### src/rtl/encoder8_3_seq.sv
// Registered 8-to-3 priority encoder with sticky request capture.
// Pending indices drain one per handshake, highest priority first.
module encoder8_3_seq #(
  parameter bit PRIORITY_HIGH = 1'b1
) (
  input  logic       clk,
  input  logic       rst,
  input  logic       en,
  input  logic [7:0] I,
  output logic [2:0] Y,
  output logic       valid,
  input  logic       ready,
  output logic [7:0] pending,
  output logic       dup
);

  typedef enum logic {
    S_IDLE = 1'b0,
    S_HOLD = 1'b1
  } state_t;

  state_t     r_state;
  state_t     w_state_nxt;

  logic [7:0] r_pending;
  logic [2:0] r_y;
  logic       r_valid;
  logic       r_dup;

  logic [7:0] w_set;
  logic [7:0] w_clr;
  logic [2:0] w_idx;
  logic       w_any;
  logic       w_issue;
  logic       w_valid_nxt;

  assign w_set = en ? I : 8'h00;
  assign w_any = |r_pending;

  // Later loop iterations override earlier ones, so scan order sets priority.
  always_comb begin
    w_idx = 3'd0;
    if (PRIORITY_HIGH) begin
      for (int k = 0; k < 8; k++) begin
        if (r_pending[k]) w_idx = 3'(k);
      end
    end else begin
      for (int k = 7; k >= 0; k--) begin
        if (r_pending[k]) w_idx = 3'(k);
      end
    end
  end

  always_ff @(posedge clk) begin
    if (rst) r_state <= S_IDLE;
    else     r_state <= w_state_nxt;
  end

  always_comb begin
    w_state_nxt = r_state;
    unique case (r_state)
      S_IDLE: if (w_any) w_state_nxt = S_HOLD;
      S_HOLD: if (ready && !w_any) w_state_nxt = S_IDLE;
      default: w_state_nxt = S_IDLE;
    endcase
  end

  always_comb begin
    w_issue     = 1'b0;
    w_valid_nxt = 1'b0;
    unique case (r_state)
      S_IDLE: begin
        w_issue     = w_any;
        w_valid_nxt = w_any;
      end
      S_HOLD: begin
        w_issue     = ready && w_any;
        w_valid_nxt = !ready || w_any;
      end
      default: begin
        w_issue     = 1'b0;
        w_valid_nxt = 1'b0;
      end
    endcase
  end

  assign w_clr = w_issue ? (8'h01 << w_idx) : 8'h00;

  // A new request on the bit being issued wins over its clear.
  always_ff @(posedge clk) begin
    if (rst) begin
      r_pending <= 8'h00;
      r_y       <= 3'd0;
      r_valid   <= 1'b0;
      r_dup     <= 1'b0;
    end else begin
      r_pending <= (r_pending & ~w_clr) | w_set;
      r_dup     <= |(w_set & r_pending);
      r_valid   <= w_valid_nxt;
      if (w_issue) r_y <= w_idx;
    end
  end

  assign Y       = r_y;
  assign valid   = r_valid;
  assign pending = r_pending;
  assign dup     = r_dup;

endmodule

### config.mk
export PLATFORM = sky130hd
export DESIGN_NAME = encoder8_3_seq
export DESIGN_NICKNAME = d
export VERILOG_FILES = /design/src/rtl/encoder8_3_seq.sv
export SDC_FILE = /design/constraint.sdc
export NUM_CORES = 1
export LEC_CHECK = 0
export BUFFER_PORTS_ARGS = -buffer_cell sky130_fd_sc_hd__buf_4
export CAP_MARGIN = 0
export CORE_MARGIN = 2
export CORE_UTILIZATION = 40
export CTS_CLUSTER_SIZE = 25
export DETAILED_ROUTE_END_ITERATION = 12
export HOLD_SLACK_MARGIN = 0.06
export PLACE_DENSITY = 0.72
export SLEW_MARGIN = 20
export SYNTH_ARGS = -nofsm -noshare
export SYNTH_HDL_FRONTEND = slang
export SYNTH_SLANG_ARGS = --single-unit
### constraint.sdc
create_clock -name clk -period 1.4 [get_ports clk]
set_input_delay 0.14 -clock clk [delete_from_list [all_inputs] [get_ports clk]]
set_output_delay 0.14 -clock clk [all_outputs]
set_load 0.03 [all_outputs]
==> results.toml <==
[routing]
vias = 619
topRoutingLayerUsed = "met4"
initial_drc_count = 8
detail_route.vias_per_cell = 5.48
route.met2.wl_microns = 699
route.met3.wl_microns = 141
drt_first_pass_iters = 4
final_antenna_net_count = 0
route.layer.met1.wl_microns = 708
wl_per_cell_microns = 13.9
remaining_drc_errors = 0
total_wirelength_mm = 1.57

[sta]
shortest_period_the_worst_path_allows_ns = 1.30
fmax_mhz = 766
layout_worst_path_cycle_share_pct = 93.2
timing.clock.skew_ns = 0.00708
finalHoldViolations = 0
totalNegativeSetupSlack_ns = 0
timing.final.ws_setup_ns = 0.0952
relSlewSlack_pct = 75.7
grt_setup_unrepaired = "true"
final_max_slew_viol_count = 0
finalSetupViolCount = 0
worst_slew_pin_slew_ns = 0.362

[worst_setup_path]
worst_ep_required_time_ns = 1.58
reg2reg_from = "pending[6]"
cp.arrival_ns = 1.48
ws_path_type = "reg2reg"
internal_reg_to_reg_setup_slack_ns = 0.1
worst_r2r_path_depth = 4
critical_path_peak_fanout = 5
cp-start-kind = "flip-flop"
critical_path_sink_type = "flip-flop"
worst_r2r_endpoint = "pending[0]"

[floorplanning]
fp.coreArea_sq_um = 1350
die_x_microns = 42.6
total_die_area_sq_um = 1820
num_rows = 13
die_h_microns = 42.6
floorplan.io_pins = 25
initial_core_util_pct = 44.2

[clocking]
tritoncts = "yes"
numClockSinks = 13
cts-buffers-inserted = 3
clk_pin_slew_worst_paths_ns = 0.08
worst_skew_pair.late_latency_ns = 0.28
clockRootBuffer = "sky130_fd_sc_hd__clkbuf_4"
ctsHtreeMaxLevel = 1
cts_hold_buffers = 0
clock_path_buffers = 2

[global_routing]
gr-total-overflow = 0
grt_max_degree = 14
grt_first_pass_wirelength_mm = 2.46
antenna_found_initial = 0
first_global_vias = 551
groute.usage.overall_pct = 18.4

[placement]
final_weighted_congestion_of_routability_driven_global_placement = 0.834
worst_slack_at_placement_ns = 0.0638
port-buffer-count = 24
place_hpwl_mm = 1.20

[power_and_ir_drop]
power_per_cell_area_nw_per_um2 = 1120
worst_ir_drop_vdd_v = 0.000542
static-leakage-power_nw = 0.375

[synth]
synthesis.yosys.warnings = 0
synth-seq-area-share_pct = 43.6
yosysTopAreaCellShare_pct = 43.6
synth_nets = 80
number_of_storage_elements_in_the_synthesis_netlist = 13
synth.avg_cell_area_sq_um = 8.78
synth.distinct_cells = 25
post_synth_instance_area_sq_um = 597
netlist_instances = 68
yosys-top-cells-area = "sky130_fd_sc_hd__dfxtp_1 (44%), sky130_fd_sc_hd__a21oi_1 (6.7%), sky130_fd_sc_hd__a22oi_1 (5.0%)"
synth_top_area_cell = "sky130_fd_sc_hd__dfxtp_1"

[hold_path]
min_delay_path_depth = 3
hold_path_end = "pending[1]"
startpoint_of_the_most_critical_hold_path = "I[1]"
path_category_of_the_worst_min_delay_check = "in2reg"

[layout]
final.fill_count = 123
area.growth.synth_to_final_pct = 43.0
post_route_cells_drive_above_1_share_pct = 41.8
n_antenna_cell = 0
finish.net_count = 111

[job]
max_cap_violations = 0

[status]
status = "completed"
## registers in the layout, summed over array words and instances (netlist names)
name     flops
dup          1
pending      8
r_state      1
Y            3
## synthesized netlist by cell type
library cell and n:
sky130_fd_sc_hd__a311oi_1 1, sky130_fd_sc_hd__or2_2 1, sky130_fd_sc_hd__inv_1 3, sky130_fd_sc_hd__a22o_1 1
sky130_fd_sc_hd__o311a_2 1, sky130_fd_sc_hd__nand2_1 8, sky130_fd_sc_hd__o2111ai_1 1, sky130_fd_sc_hd__a22oi_1 4
sky130_fd_sc_hd__nor4_2 1, sky130_fd_sc_hd__nor3b_2 1, sky130_fd_sc_hd__a221oi_1 1, sky130_fd_sc_hd__a211oi_1 2
sky130_fd_sc_hd__o21ai_1 3, sky130_fd_sc_hd__a21oi_2 1, sky130_fd_sc_hd__nor4_4 1, sky130_fd_sc_hd__clkbuf_1 2
sky130_fd_sc_hd__nor3_2 1, sky130_fd_sc_hd__a211o_1 1, sky130_fd_sc_hd__dfxtp_1 13, sky130_fd_sc_hd__a31oi_1 1
sky130_fd_sc_hd__nor2_1 6, sky130_fd_sc_hd__nor2b_1 1, sky130_fd_sc_hd__nand2b_1 1, sky130_fd_sc_hd__a21oi_1 8
sky130_fd_sc_hd__o21ai_0 4
## logic make-up (layout without fill, tap and decap cells)
kind of cell	count (synthesis)	count (layout)	share of synthesized area, %
compound gates	29	29	31.9
buf+inv	5	35	3.14
flops	13	13	43.6
simple gates	21	21	21.4
## how the worst max path moves through the flow
stage                       endpoint  startpoint
after detailed placement  pending[0]  pending[4]
after floorplan                 Y[0]  pending[4]
after global placement    pending[1]  pending[4]
final                     pending[0]  pending[6]
after global routing      pending[0]  pending[6]
after CTS                 pending[0]  pending[4]
## worst max-delay path, cell delays in order (launching register included)
cell	delay, ns
sky130_fd_sc_hd__dfxtp_1	0.35
sky130_fd_sc_hd__nor4_4	0.41
sky130_fd_sc_hd__o2111ai_2	0.21
sky130_fd_sc_hd__o21ai_1	0.15
sky130_fd_sc_hd__a21oi_1	0.08
## layout by cell type (no fill, tap or decap)
master                       n
sky130_fd_sc_hd__o21ai_1     3
sky130_fd_sc_hd__nand2b_1    1
sky130_fd_sc_hd__a21oi_2     1
sky130_fd_sc_hd__nor4_4      1
sky130_fd_sc_hd__nor3_2      1
sky130_fd_sc_hd__nor3b_2     1
sky130_fd_sc_hd__a221oi_1    1
sky130_fd_sc_hd__a21oi_1     8
sky130_fd_sc_hd__inv_1       3
sky130_fd_sc_hd__a311oi_1    1
sky130_fd_sc_hd__a211o_1     1
sky130_fd_sc_hd__dfxtp_2     2
sky130_fd_sc_hd__nor2_1      6
sky130_fd_sc_hd__o311a_2     1
sky130_fd_sc_hd__a211oi_1    2
sky130_fd_sc_hd__o2111ai_2   1
sky130_fd_sc_hd__dfxtp_1    11
sky130_fd_sc_hd__a31oi_1     1
sky130_fd_sc_hd__a22o_1      1
sky130_fd_sc_hd__buf_4      28
sky130_fd_sc_hd__o21ai_0     4
sky130_fd_sc_hd__a22oi_1     4
sky130_fd_sc_hd__or2_2       1
sky130_fd_sc_hd__clkbuf_1    1
sky130_fd_sc_hd__nand2_1     8
sky130_fd_sc_hd__clkbuf_4    3
sky130_fd_sc_hd__nor4_2      1
sky130_fd_sc_hd__nor2b_1     1
## metrics by stage
stage	power, mW	utilization (%)	instances	instance area [sq um]	hold slack (ns)
2_1_floorplan	0.612	-	68	597	0.209
3_3_place_gp	0.725	60.6	109	818	0.407
3_5_place_dp	0.729	60.6	109	818	0.413
4_1_cts	0.962	62.6	113	845	0.116
5_1_grt	1.01	63.2	113	853	0.107
6_report	0.958	63.2	113	853	0.116
## timing repair
item,in CTS,in global routing
buffers inserted,0,0
gates resized for setup,0,3
setup endpoints to repair,0,3
## final cells by class
type	count	area, sq um	share of cell area (%)
inverters	3	11.3	1.32
clock buffers	4	26.3	3.08
multi-input cells	50	324	38.0
well taps	15	18.8	2.20
flip-flops and latches	13	263	30.8
repair buffers	28	210	24.6
## report_power, final
group / total [mW] / switching [mW] / internal, mW
clock network: 0.234 / 0.123 / 0.111
registers: 0.437 / 0.0343 / 0.403
logic: 0.288 / 0.161 / 0.127
## per-layer routing
| metal | global-route usage [%] | up-vias |
|---|---|---|
| li1 | - | 314 |
| met1 | 23.5 | 277 |
| met2 | 27.6 | 26 |
| met3 | 5.60 | 2 |
| met4 | 9.38 | 0 |
| met5 | 0 | - |
(Power assumes the default switching activity.)
